[src/rtl/reg_dump_ctrl.sv]
// reg_dump_ctrl
//   Sequential read-side controller for the 32x32 register file. A start pulse
//   walks the register file read port (rs) from first_addr to last_addr
//   (inclusive, wrapping modulo 2**ADDR_W). Each word is captured from the
//   combinational busA and streamed out over a valid/ready interface. The
//   register file is never written.
//
//   Optional feature, macro REG_DUMP_CHECKSUM_EN:
//     defined   - a running XOR of the captured words is appended as one extra
//                 word (out_addr=0, out_csum=1, out_last=1).
//     undefined - no accumulator, out_csum stays 0, out_last marks the final
//                 register word.
//
// Ports:
//   clk        system clock, all state updates on the rising edge
//   reset      synchronous, active-high reset
//   start      one-cycle dump request, sampled only in IDLE
//   first_addr first register to dump (sampled with start)
//   last_addr  last register to dump, inclusive (sampled with start)
//   rd_addr    register file rs address (0 outside SCAN)
//   rd_data    register file busA, combinational from rd_addr
//   out_valid  out_data/out_addr/out_last/out_csum are valid
//   out_ready  consumer accepts the word when out_valid & out_ready
//   out_data   captured register word (or checksum)
//   out_addr   register index of out_data
//   out_last   final word of the dump
//   out_csum   checksum word marker
//   busy       high in SCAN and DRAIN
//   done       one-cycle pulse after the final word handshake
module reg_dump_ctrl #(
   parameter int DATA_W = 32,
   parameter int ADDR_W = 5
) (
   input  logic              clk,
   input  logic              reset,
   input  logic              start,
   input  logic [ADDR_W-1:0] first_addr,
   input  logic [ADDR_W-1:0] last_addr,
   output logic [ADDR_W-1:0] rd_addr,
   input  logic [DATA_W-1:0] rd_data,
   output logic              out_valid,
   input  logic              out_ready,
   output logic [DATA_W-1:0] out_data,
   output logic [ADDR_W-1:0] out_addr,
   output logic              out_last,
   output logic              out_csum,
   output logic              busy,
   output logic              done
);

   typedef enum logic [1:0] {IDLE, SCAN, DRAIN, DONE} state_t;

   state_t              state, state_nxt;
   logic [ADDR_W-1:0]   cur_addr, cur_addr_nxt;
   logic [ADDR_W:0]     remaining, remaining_nxt;
   logic                out_valid_nxt;
   logic [DATA_W-1:0]   out_data_nxt;
   logic [ADDR_W-1:0]   out_addr_nxt;
   logic                out_last_nxt;
   logic                out_csum_nxt;
   logic [ADDR_W-1:0]   span;
   logic                handshake;
   logic                load;
   logic                final_reg;
`ifdef REG_DUMP_CHECKSUM_EN
   logic [DATA_W-1:0]   csum_acc, csum_acc_nxt;
`endif

   // Modulo subtraction gives the wrapped distance; +1 makes the range inclusive
   // so remaining spans 1..2**ADDR_W and needs one extra bit.
   assign span      = last_addr - first_addr;
   assign handshake = out_valid & out_ready;
   assign load      = (!out_valid | out_ready) & (remaining != '0);
   assign final_reg = (remaining == (ADDR_W+1)'(1));

   assign rd_addr = (state == SCAN) ? cur_addr : '0;
   assign busy    = (state == SCAN) || (state == DRAIN);
   assign done    = (state == DONE);

   always_comb begin
      state_nxt     = state;
      cur_addr_nxt  = cur_addr;
      remaining_nxt = remaining;
      out_valid_nxt = out_valid;
      out_data_nxt  = out_data;
      out_addr_nxt  = out_addr;
      out_last_nxt  = out_last;
      out_csum_nxt  = out_csum;
`ifdef REG_DUMP_CHECKSUM_EN
      csum_acc_nxt  = csum_acc;
`endif
      case (state)
         IDLE: begin
            if (start) begin
               cur_addr_nxt  = first_addr;
               remaining_nxt = {1'b0, span} + (ADDR_W+1)'(1);
`ifdef REG_DUMP_CHECKSUM_EN
               csum_acc_nxt  = '0;
`endif
               state_nxt     = SCAN;
            end
         end
         SCAN: begin
            if (load) begin
               out_data_nxt  = rd_data;
               out_addr_nxt  = cur_addr;
               out_valid_nxt = 1'b1;
               out_csum_nxt  = 1'b0;
`ifdef REG_DUMP_CHECKSUM_EN
               // The checksum word carries out_last, not the last register word.
               out_last_nxt  = 1'b0;
               csum_acc_nxt  = csum_acc ^ rd_data;
`else
               out_last_nxt  = final_reg;
`endif
               cur_addr_nxt  = cur_addr + ADDR_W'(1);
               remaining_nxt = remaining - (ADDR_W+1)'(1);
               if (final_reg) begin
                  state_nxt = DRAIN;
               end
            end
         end
         DRAIN: begin
            if (handshake) begin
               if (out_last) begin
                  out_valid_nxt = 1'b0;
                  state_nxt     = DONE;
               end
`ifdef REG_DUMP_CHECKSUM_EN
               else begin
                  // Last register word accepted; replace it with the checksum.
                  out_data_nxt = csum_acc;
                  out_addr_nxt = '0;
                  out_last_nxt = 1'b1;
                  out_csum_nxt = 1'b1;
               end
`endif
            end
         end
         DONE: begin
            state_nxt = IDLE;
         end
         default: begin
            state_nxt = IDLE;
         end
      endcase
   end

   always_ff @(posedge clk) begin
      if (reset) begin
         state     <= IDLE;
         cur_addr  <= '0;
         remaining <= '0;
         out_valid <= 1'b0;
         out_data  <= '0;
         out_addr  <= '0;
         out_last  <= 1'b0;
         out_csum  <= 1'b0;
`ifdef REG_DUMP_CHECKSUM_EN
         csum_acc  <= '0;
`endif
      end else begin
         state     <= state_nxt;
         cur_addr  <= cur_addr_nxt;
         remaining <= remaining_nxt;
         out_valid <= out_valid_nxt;
         out_data  <= out_data_nxt;
         out_addr  <= out_addr_nxt;
         out_last  <= out_last_nxt;
         out_csum  <= out_csum_nxt;
`ifdef REG_DUMP_CHECKSUM_EN
         csum_acc  <= csum_acc_nxt;
`endif
      end
   end

endmodule

[config.mk]
export PLATFORM = sky130hd
export DESIGN_NAME = reg_dump_ctrl
export DESIGN_NICKNAME = d
export VERILOG_FILES = /design/src/rtl/reg_dump_ctrl.sv
export SDC_FILE = /design/constraint.sdc
export NUM_CORES = 1
export LEC_CHECK = 0
export BUFFER_PORTS_ARGS = -buffer_cell sky130_fd_sc_hd__buf_2
export CAP_MARGIN = 5
export CORE_MARGIN = 2
export CORE_UTILIZATION = 49
export CTS_CLUSTER_SIZE = 14
export DETAILED_ROUTE_END_ITERATION = 8
export GPL_TIMING_DRIVEN = 0
export HOLD_SLACK_MARGIN = 0.05
export PLACE_DENSITY = 0.79
export REMOVE_ABC_BUFFERS = 1
export SLEW_MARGIN = 25
export SYNTH_ARGS = -nofsm -noshare
export SYNTH_HDL_FRONTEND = slang
export SYNTH_SLANG_ARGS = --single-unit
[constraint.sdc]
create_clock -name clk -period 1.9 [get_ports clk]
set_input_delay 0.095 -clock clk [delete_from_list [all_inputs] [get_ports clk]]
set_output_delay 0.095 -clock clk [all_outputs]
set_load 0.02 [all_outputs]
# [Word level (Yosys, flattened, before mapping)]
# Cells that the tools add are included.
[classes] n_addsub=4 n_eq_ne=9 mux=17 bitwise_logic=3 n_reduce_logical=10
[op_table] operator="$mux W5" n=3
[op_table] operator="$mux W6" n=2
[op_table] operator="$pmux W6 S2" n=1
[op_table] operator="$mux W2" n=5
[op_table] operator="$ne A2 B2 Y1 const B" n=5
[op_table] operator="$pmux W5 S2" n=1
[op_table] operator="$pmux W2 S4" n=1
[op_table] operator="$add A5 B1 Y6 const B" n=1
[op_table] operator="$eq A6 B1 Y1 const B" n=1
[op_table] operator="$reduce_bool A6 Y1" n=1
[op_table] operator="$sub A6 B1 Y6 const B" n=1
[op_table] operator="$add A5 B1 Y5 const B" n=1
[op_table] operator="$reduce_and A5 Y1" n=1
[op_table] operator="$sub A5 B5 Y5" n=1
[op_table] operator="$eq A2 B2 Y1 const B" n=2
[op_table] operator="$reduce_and A4 Y1" n=1
[op_table] operator="$reduce_bool A2 Y1" n=2
[op_table] operator="$mux W1" n=3
[op_table] operator="$reduce_and A3 Y1" n=1
[op_table] operator="$and A1 B1 Y1" n=2
[op_table] operator="$eq A2 B1 Y1 const B" n=1
[op_table] operator="$logic_not A2 Y1" n=1
[op_table] operator="$pmux W1 S2" n=1
[op_table] operator="$reduce_and A2 Y1" n=1
[op_table] operator="other kinds (3)" n=3
[word_totals] regBits=52 inputBits=46 output_inout_bits=47 word_cells=50

# [Logic depth before layout (Yosys ltp)]
# Gate-level depths: netlist of run 1.
[logic_depth] word_depth=5 ltp_mapped=9 depth_no_buf=9

# [Least setup slack after synthesis of run 1]
# OpenSTA, ideal clock, no wires.
[synth_path] path_type="flip-flop to flip-flop" startpoint="reg state[1]" endpoint="reg remaining[3]" setup_time_ps=79 arrival_time_ps=1632 t_required_ps=1821 slack_ps=188 path_stages_with_launch=9 n_path_buf=2 period_less_slack_ps=1712 path_cell_list="dfxtp_1 -> inv_1 -> ha_1 -> clkbuf_1 -> nand2_1 -> o221a_1 -> buf_6 -> a41o_1 -> a211oi_2"
[synth_between] elab_chain_len=3 elab_cells_between_ends=7 cone_classes="eq/ne: 3; mux: 1; reduce/logical: 3"
[synth_lines] item="start, declared" line="53" text="state_t state, state_nxt;"
[synth_lines] item="start signal, assigned" line="163" text="state <= state_nxt;"
[synth_lines] item="$eq A2 B1 Y1 / $logic_not A2 Y1 (equally long branches)" line="92" text="case (state)"
[synth_lines] item="$ne A2 B2 Y1 (no line) / $reduce_bool A2 Y1 (equally long branches)"
[synth_lines] item="$reduce_and A3 Y1 (no line)"
[synth_lines] item="end signal, assigned" line="165" text="remaining <= remaining_nxt;"
[synth_lines] item="end, declared" line="55" text="logic [ADDR_W:0] remaining, remaining_nxt;"
# Several ways; a longest one is shown, not always the timed one.
# A chain may end at the register's enable or synchronous reset.

# [Worst setup path after layout of run 1]
[layout_path] startpoint="reg state[1]" endpoint="reg remaining[2]"
# The elaborated chain is that of the path after synthesis.

==> results.cfg, run 1 <==
[outcome]
status = finished clean

[routing]
maxUsedRoutingLayer = met4
dr_total_vias = 2531
routed_wl_um = 6602
routed-wl-met3_um = 277
drt_iter0_markers = 156
vias_per_cell = 5.103
wl_met2_um = 3405
first_pass_iters = 4
wl_per_cell_um = 13.31
drc = 0
met1_length_um = 2728
ant_nets = 0

[clocking]
clock_latency_ns = 0.30
root_buffer = clkbuf_8
cts_tree = yes
clock_sinks = 52
h-tree-depth = 2
clk_pin_slew_ns = 0.09
cts_max_path_buffers = 2
cts-buffers-inserted = 5

[critical_path]
cp_data_required_time_ns = 2.06
path_cells = inv_1 -> ha_1 -> mux2_2 -> o221a_4 -> o21ai_0 -> a22oi_1 -> nor2_1
crit_start = state[1]$_SDFFE_PP0P_
slowest_delay_ns = 0.39
worstReg2RegStart = state[1]$_SDFFE_PP0P_
rr_worst_depth = 7
crit_fanout = 21
arrival_ns = 1.93
critPathKind = flip-flop to flip-flop
cp-start-kind = flip-flop
crit_path_end_kind = flip-flop
slowest_stage = dfxtp_1

[logic_synthesis]
ys_ff_latch = 52
yosysTopAreaCell = dfxtp_1
synthTopCellsByCount = nand2_1, dfxtp_1, a21oi_1
ys_seq_area_share_pct = 41.94
ys_types = 47
netlist_top_cells_area = dfxtp_1, nand2_1, a21oi_1
ys.flop_type = dfxtp_1
syn_area_um2 = 2482
yosysMostFrequentCell = nand2_1
ys_warn_count = 0
synthArstFlopShare_pct = 0
netlist.area_leader.share_pct = 41.94
synth-edff-count = 0
syn_area_per_cell_um2 = 7.881
synthCells = 315

[pwr]
clockPowerShare_pct = 12.9
combPwrFrac_pct = 51.4
power.internal_mw = 2.572
p_per_area_nw_per_um2 = 1367
power_leakage_nw = 1.509
p_sw_mw = 2.069
seqPwrFrac_pct = 35.7
p_sw_share_pct = 44.58
irDropWorstVdd_mv = 0.6955

[global_route]
grt_pass1_wl_um = 10370
grt_pass1_vias = 2309
antenna_found_initial = 0
track_usage_pct = 23.64
overflow = 0
grt_max_degree = 55

[min_path]
min_path_cells = 3
hp-start = first_addr[0]
hold_path_class = input pin to flip-flop

[floorplanning]
core-area_um2 = 4817
start_util_pct = 51.53
num_rows = 25
die-area_um2 = 5651
die_w_um = 75.18
ios = 93
die_h_um = 75.18

[timing]
setup_viol = 0
skew_ns = 0.007576
tns_ns = 0
timing.final.crit_period_ns = 1.772
hold_viol = 0
worst_slack_ns = 0.1282
slew_headroom_pct = 35.02
fin_crit_sh_pct = 93.25
tightest_slew_ns = 0.9748
fmax_mhz = 564.4
slew_violations = 0

[final_layout]
drive_above_1_share_pct = 26.11
fin_cells = 496
fin_nets = 488
antenna_cells = 0
area_growth_pct = 36.74

[placed_design]
dpl.hpwl_um = 4021
port_buffers = 91
gp_congestion = 0.8183
place_ws_ns = -1.027
dp.cells = 453

[run]
max-cap-violations = 0
## timing repair
item / CTS / global route
hold buffers: 32 / 0
gates resized for setup: 7 / 3
pin swaps: 0 / 1
setup endpoints to repair: 55 / 36
endpoints found under the hold margin: 32 / 0
buffers inserted: 1 / 3
## registers in the layout, indices dropped and copies added, names as in the netlist
register / cells
cur_addr: 5
out_addr: 5
out_data: 32
out_last: 1
out_valid: 1
remaining: 6
state: 2
## metrics by stage
stage / power (mW) / cell area [um^2] / utilization [%] / hold WS (ns)
global route: 5.025 / 3395 / 70.47 / 0.09704
floorplan: 3.187 / 2379 / - / 0.1641
global placement: 3.758 / 2918 / 60.57 / 0.3350
finish: 4.641 / 3395 / 70.47 / 0.1001
detailed placement: 3.817 / 2924 / 60.70 / 0.3424
CTS: 4.579 / 3363 / 69.82 / 0.08701
## metal layers
layer  GRT usage [%]  vias to the layer above
met5               0                        -
met4           9.747                        0
met3           4.685                       17
met2           40.94                       76
met1           28.69                     1152
li1                -                     1286
## path summary, 6_finish.rpt
| kind | to | slack [ns] |
|---|---|---|
| worst max-delay path | remaining[2]$_SDFFE_PP0P_ | 0.13 |
| worst min-delay path | cur_addr[0]$_SDFFE_PP0P_ | 0.10 |
| worst max register to register | remaining[2]$_SDFFE_PP0P_ | 0.13 |
| worst min register to register | out_addr[2]$_SDFFE_PP0P_ | 0.45 |
## power by group through the flow
stage / Sequential (mW) / Clock (mW) / Combinational [mW]
finish: 1.66 / 0.599 / 2.39
CTS: 1.64 / 0.619 / 2.32
detailed placement: 1.66 / 0 / 2.15
global placement: 1.64 / 0 / 2.11
global route: 1.70 / 0.663 / 2.66
floorplan: 1.88 / 0 / 1.31
## cells in the final DEF, fill, tap and decap left out, types with 3 or more instances in the layout
| cell type | Yosys | layout |
|---|---|---|
| and2_1 | 5 | 5 |
| nand2b_1 | 4 | 4 |
| o22ai_1 | 3 | 3 |
| nor2_1 | 11 | 11 |
| clkbuf_8 | 0 | 5 |
| ha_1 | 12 | 11 |
| nor3_1 | 3 | 3 |
| a22oi_1 | 5 | 5 |
| dfxtp_1 | 52 | 50 |
| a211oi_1 | 3 | 3 |
| a21oi_1 | 45 | 45 |
| buf_2 | 5 | 91 |
| inv_1 | 11 | 11 |
| xnor2_1 | 5 | 5 |
| nand2_1 | 90 | 90 |
| dlygate4sd3_1 | 0 | 32 |
| o21ai_0 | 3 | 3 |
| nor2b_1 | 3 | 3 |
| buf_4 | 4 | 4 |
| nand3_1 | 8 | 7 |
## layout make-up
type / count / area (um^2)
fillers: 435 / 1423
multi-input cells: 231 / 1338
flip-flops and latches: 52 / 1044
repair buffers: 127 / 805.8
well taps: 67 / 83.83
clock buffers: 6 / 72.57
inverters: 12 / 46.29
clock inverters: 1 / 5.005
## logic make-up after synthesis
logic type,synth area share [%]
muxes,1.260
adders and majority gates,6.855
and+or+nand+nor,23.54
buffers and inverters,5.998
xor gates and xnor gates,2.470
DFF,41.94
AOI/OAI and AO/OA,17.79
other,0.1511
## worst max-delay path: cells and delay by family, from the launching register on
| family | cells | cell delay, ns |
|---|---|---|
| compound gates | 3 | 0.61 |
| mux | 1 | 0.25 |
| simple gates | 1 | 0.05 |
| buf+inv | 1 | 0.10 |
| fa+ha+maj | 1 | 0.24 |
| flops | 1 | 0.39 |
Power figures use the tool's default switching activity.
==> run 2, diff against run 1 <==
CORE_ASPECT_RATIO = 1.25   (was unset)
==> run 2 against run 1 <==
Fmax shrank 1.7%; via count grew 4.9%; largest power group unchanged; register-to-register slack lost 0.03 ns; critical path depth shrank 1.
==> results.cfg, run 2 (synthesis gave the netlist of run 1 again) <==
[critical_path]
worstReg2RegStart = remaining[0]$_SDFFE_PP0P_
slowest_delay_ns = 0.48
crit_fanout = 19
arrival_ns = 2.02
slowest_stage = and3_2
crit_buf_inv = 1
cp-start-kind = flip-flop
cpLargestDelayFamily = simple AND/OR/NAND/NOR gates
crit_start = remaining[0]$_SDFFE_PP0P_
critPathKind = flip-flop to flip-flop
crit_path_end_kind = flip-flop
path_cells = inv_1 -> ha_1 -> nand2_2 -> and3_2 -> nand2_1 -> a21oi_1
cp_data_required_time_ns = 2.12

[global_route]
grt_max_degree = 55
grt_pass1_vias = 2318
track_usage_pct = 23.10
overflow = 0
antenna_found_initial = 1
grt_pass1_wl_um = 10340

[final_layout]
top_register = out_data
area_growth_pct = 39.06
post-route-cell-area_um2 = 3452
fin_nets = 493
final_common_cell = buf_2
fin_cells = 496
layout_common_cells = buf_2, nand2_1, dfxtp_1, a21oi_1, dlygate4sd3_1
drive_above_1_share_pct = 27.13
fillers = 349
largest_reg_flops = 32
largest_registers = out_data x32, remaining x6

[timing]
tightest_slew_ns = 0.9619
fin_crit_sh_pct = 94.86
hold_viol = 0
timing.final.crit_period_ns = 1.802
skew_ns = 0.003827
tns_ns = 0
rsz0062_at_grt = no
slew_headroom_pct = 35.87
slew_violations = 0
fmax_mhz = 554.8
setup_viol = 0

[clocking]
cts_max_path_buffers = 2
cts-buffers-inserted = 5
h-tree-depth = 2
clock_latency_ns = 0.30
clock_sinks = 52
root_buffer = clkbuf_8
clk_pin_slew_ns = 0.09
cts_tree = yes

[placed_design]
gp_congestion = 0.7520
port_buffers = 91
dpl.hpwl_um = 4053
placed_area_um2 = 2915
dp.cells = 446

[outcome]
status = finished clean

[floorplanning]
die_h_um = 83.58
num_rows = 28
start_util_pct = 51.72
core-area_um2 = 4800
die-area_um2 = 5655
die_w_um = 67.66
ios = 93

[pwr]
power_leakage_nw = 1.531
irDropWorstVdd_mv = 0.5190
p_per_area_nw_per_um2 = 1411

[routing]
wl_per_cell_um = 14.52
routed_wl_um = 7204
ant_nets = 0
first_pass_iters = 4
vias_per_cell = 5.353
drc = 0
drt_iter0_markers = 235
dr_total_vias = 2655

[run]
max-cap-violations = 0

[min_path]
hold_path_class = input pin to flip-flop
hp-start = start
## run 2: changes by cell type in the layout (fill, tap and decap cells not counted), sizes merged
| cell | change |
|---|---|
| diode | +1 |
| buf | +1 |
| clkinvlp | +1 |
| nand3 | +1 |
| and3 | +2 |
| o221a | +1 |
## run 2: repair_timing
action	4_1_cts	5_1_grt
endpoints found under the hold margin	32	0
resized for setup	7	4
gates cloned	0	4
pin swaps	0	2
endpoints found under the setup margin	56	44
hold buffers	32	0
setup buffers	1	4
## run 2: where the power goes
part / total (mW) / switching (mW) / internal [mW]
registers: 1.66 / 0.256 / 1.41
logic: 2.59 / 1.61 / 0.974
clock network: 0.622 / 0.359 / 0.263
total: 4.87 / 2.23 / 2.64
## run 2: per-stage QoR
step / power, mW / hold WS (ns) / worst slack, ns / utilization [%]
final: 4.872 / 0.09336 / 0.09761 / 71.92
after global routing: 5.217 / 0.09889 / 0.01807 / 71.92
after CTS: 4.598 / 0.09019 / 0.06634 / 70.13
after detailed placement: 3.827 / 0.3408 / -1.078 / 60.74
after global placement: 3.751 / 0.3372 / -1.101 / 60.61
after floorplan: 3.187 / 0.1641 / -0.4252 / -
## run 2: metal layers
layer | track usage, % | share of wire (%) | up-vias | wire length (um)
met1 | 27.16 | 40 | 1219 | 2862
met4 | 8.349 | 1.6 | 0 | 116
met5 | 0 | 0 | - | 0
li1 | - | - | 1312 | -
met3 | 4.318 | 8.2 | 10 | 590
met2 | 40.29 | 50 | 114 | 3634
## run 2: layout make-up
class | count | area [um^2] | share of cell area, %
Timing Repair Buffer | 128 | 813.3 | 23.56
Sequential cell | 52 | 1042 | 30.19
Inverter | 12 | 46.29 | 1.341
Antenna cell | 1 | 2.502 | 0.07249
Tap cell | 60 | 75.07 | 2.175
Clock inverter | 2 | 16.27 | 0.4712
Clock buffer | 6 | 72.57 | 2.102
Multi-Input combinational cell | 235 | 1384 | 40.09
## run 2: worst min-delay path, stage by stage
cell and delay, ns:
buf_2 0.11, nand2_1 0.09, o41ai_1 0.06
## run 2: path summary, 6_finish.rpt
check	to	slack [ns]	cells after the start
worst max-delay path	out_data[21]$_SDFFE_PP0P_	0.1	6
worst min-delay path	remaining[4]$_SDFFE_PP0P_	0.09	3
worst max register to register	out_data[21]$_SDFFE_PP0P_	0.1	6
worst min register to register	out_data[26]$_SDFFE_PP0P_	0.46	2
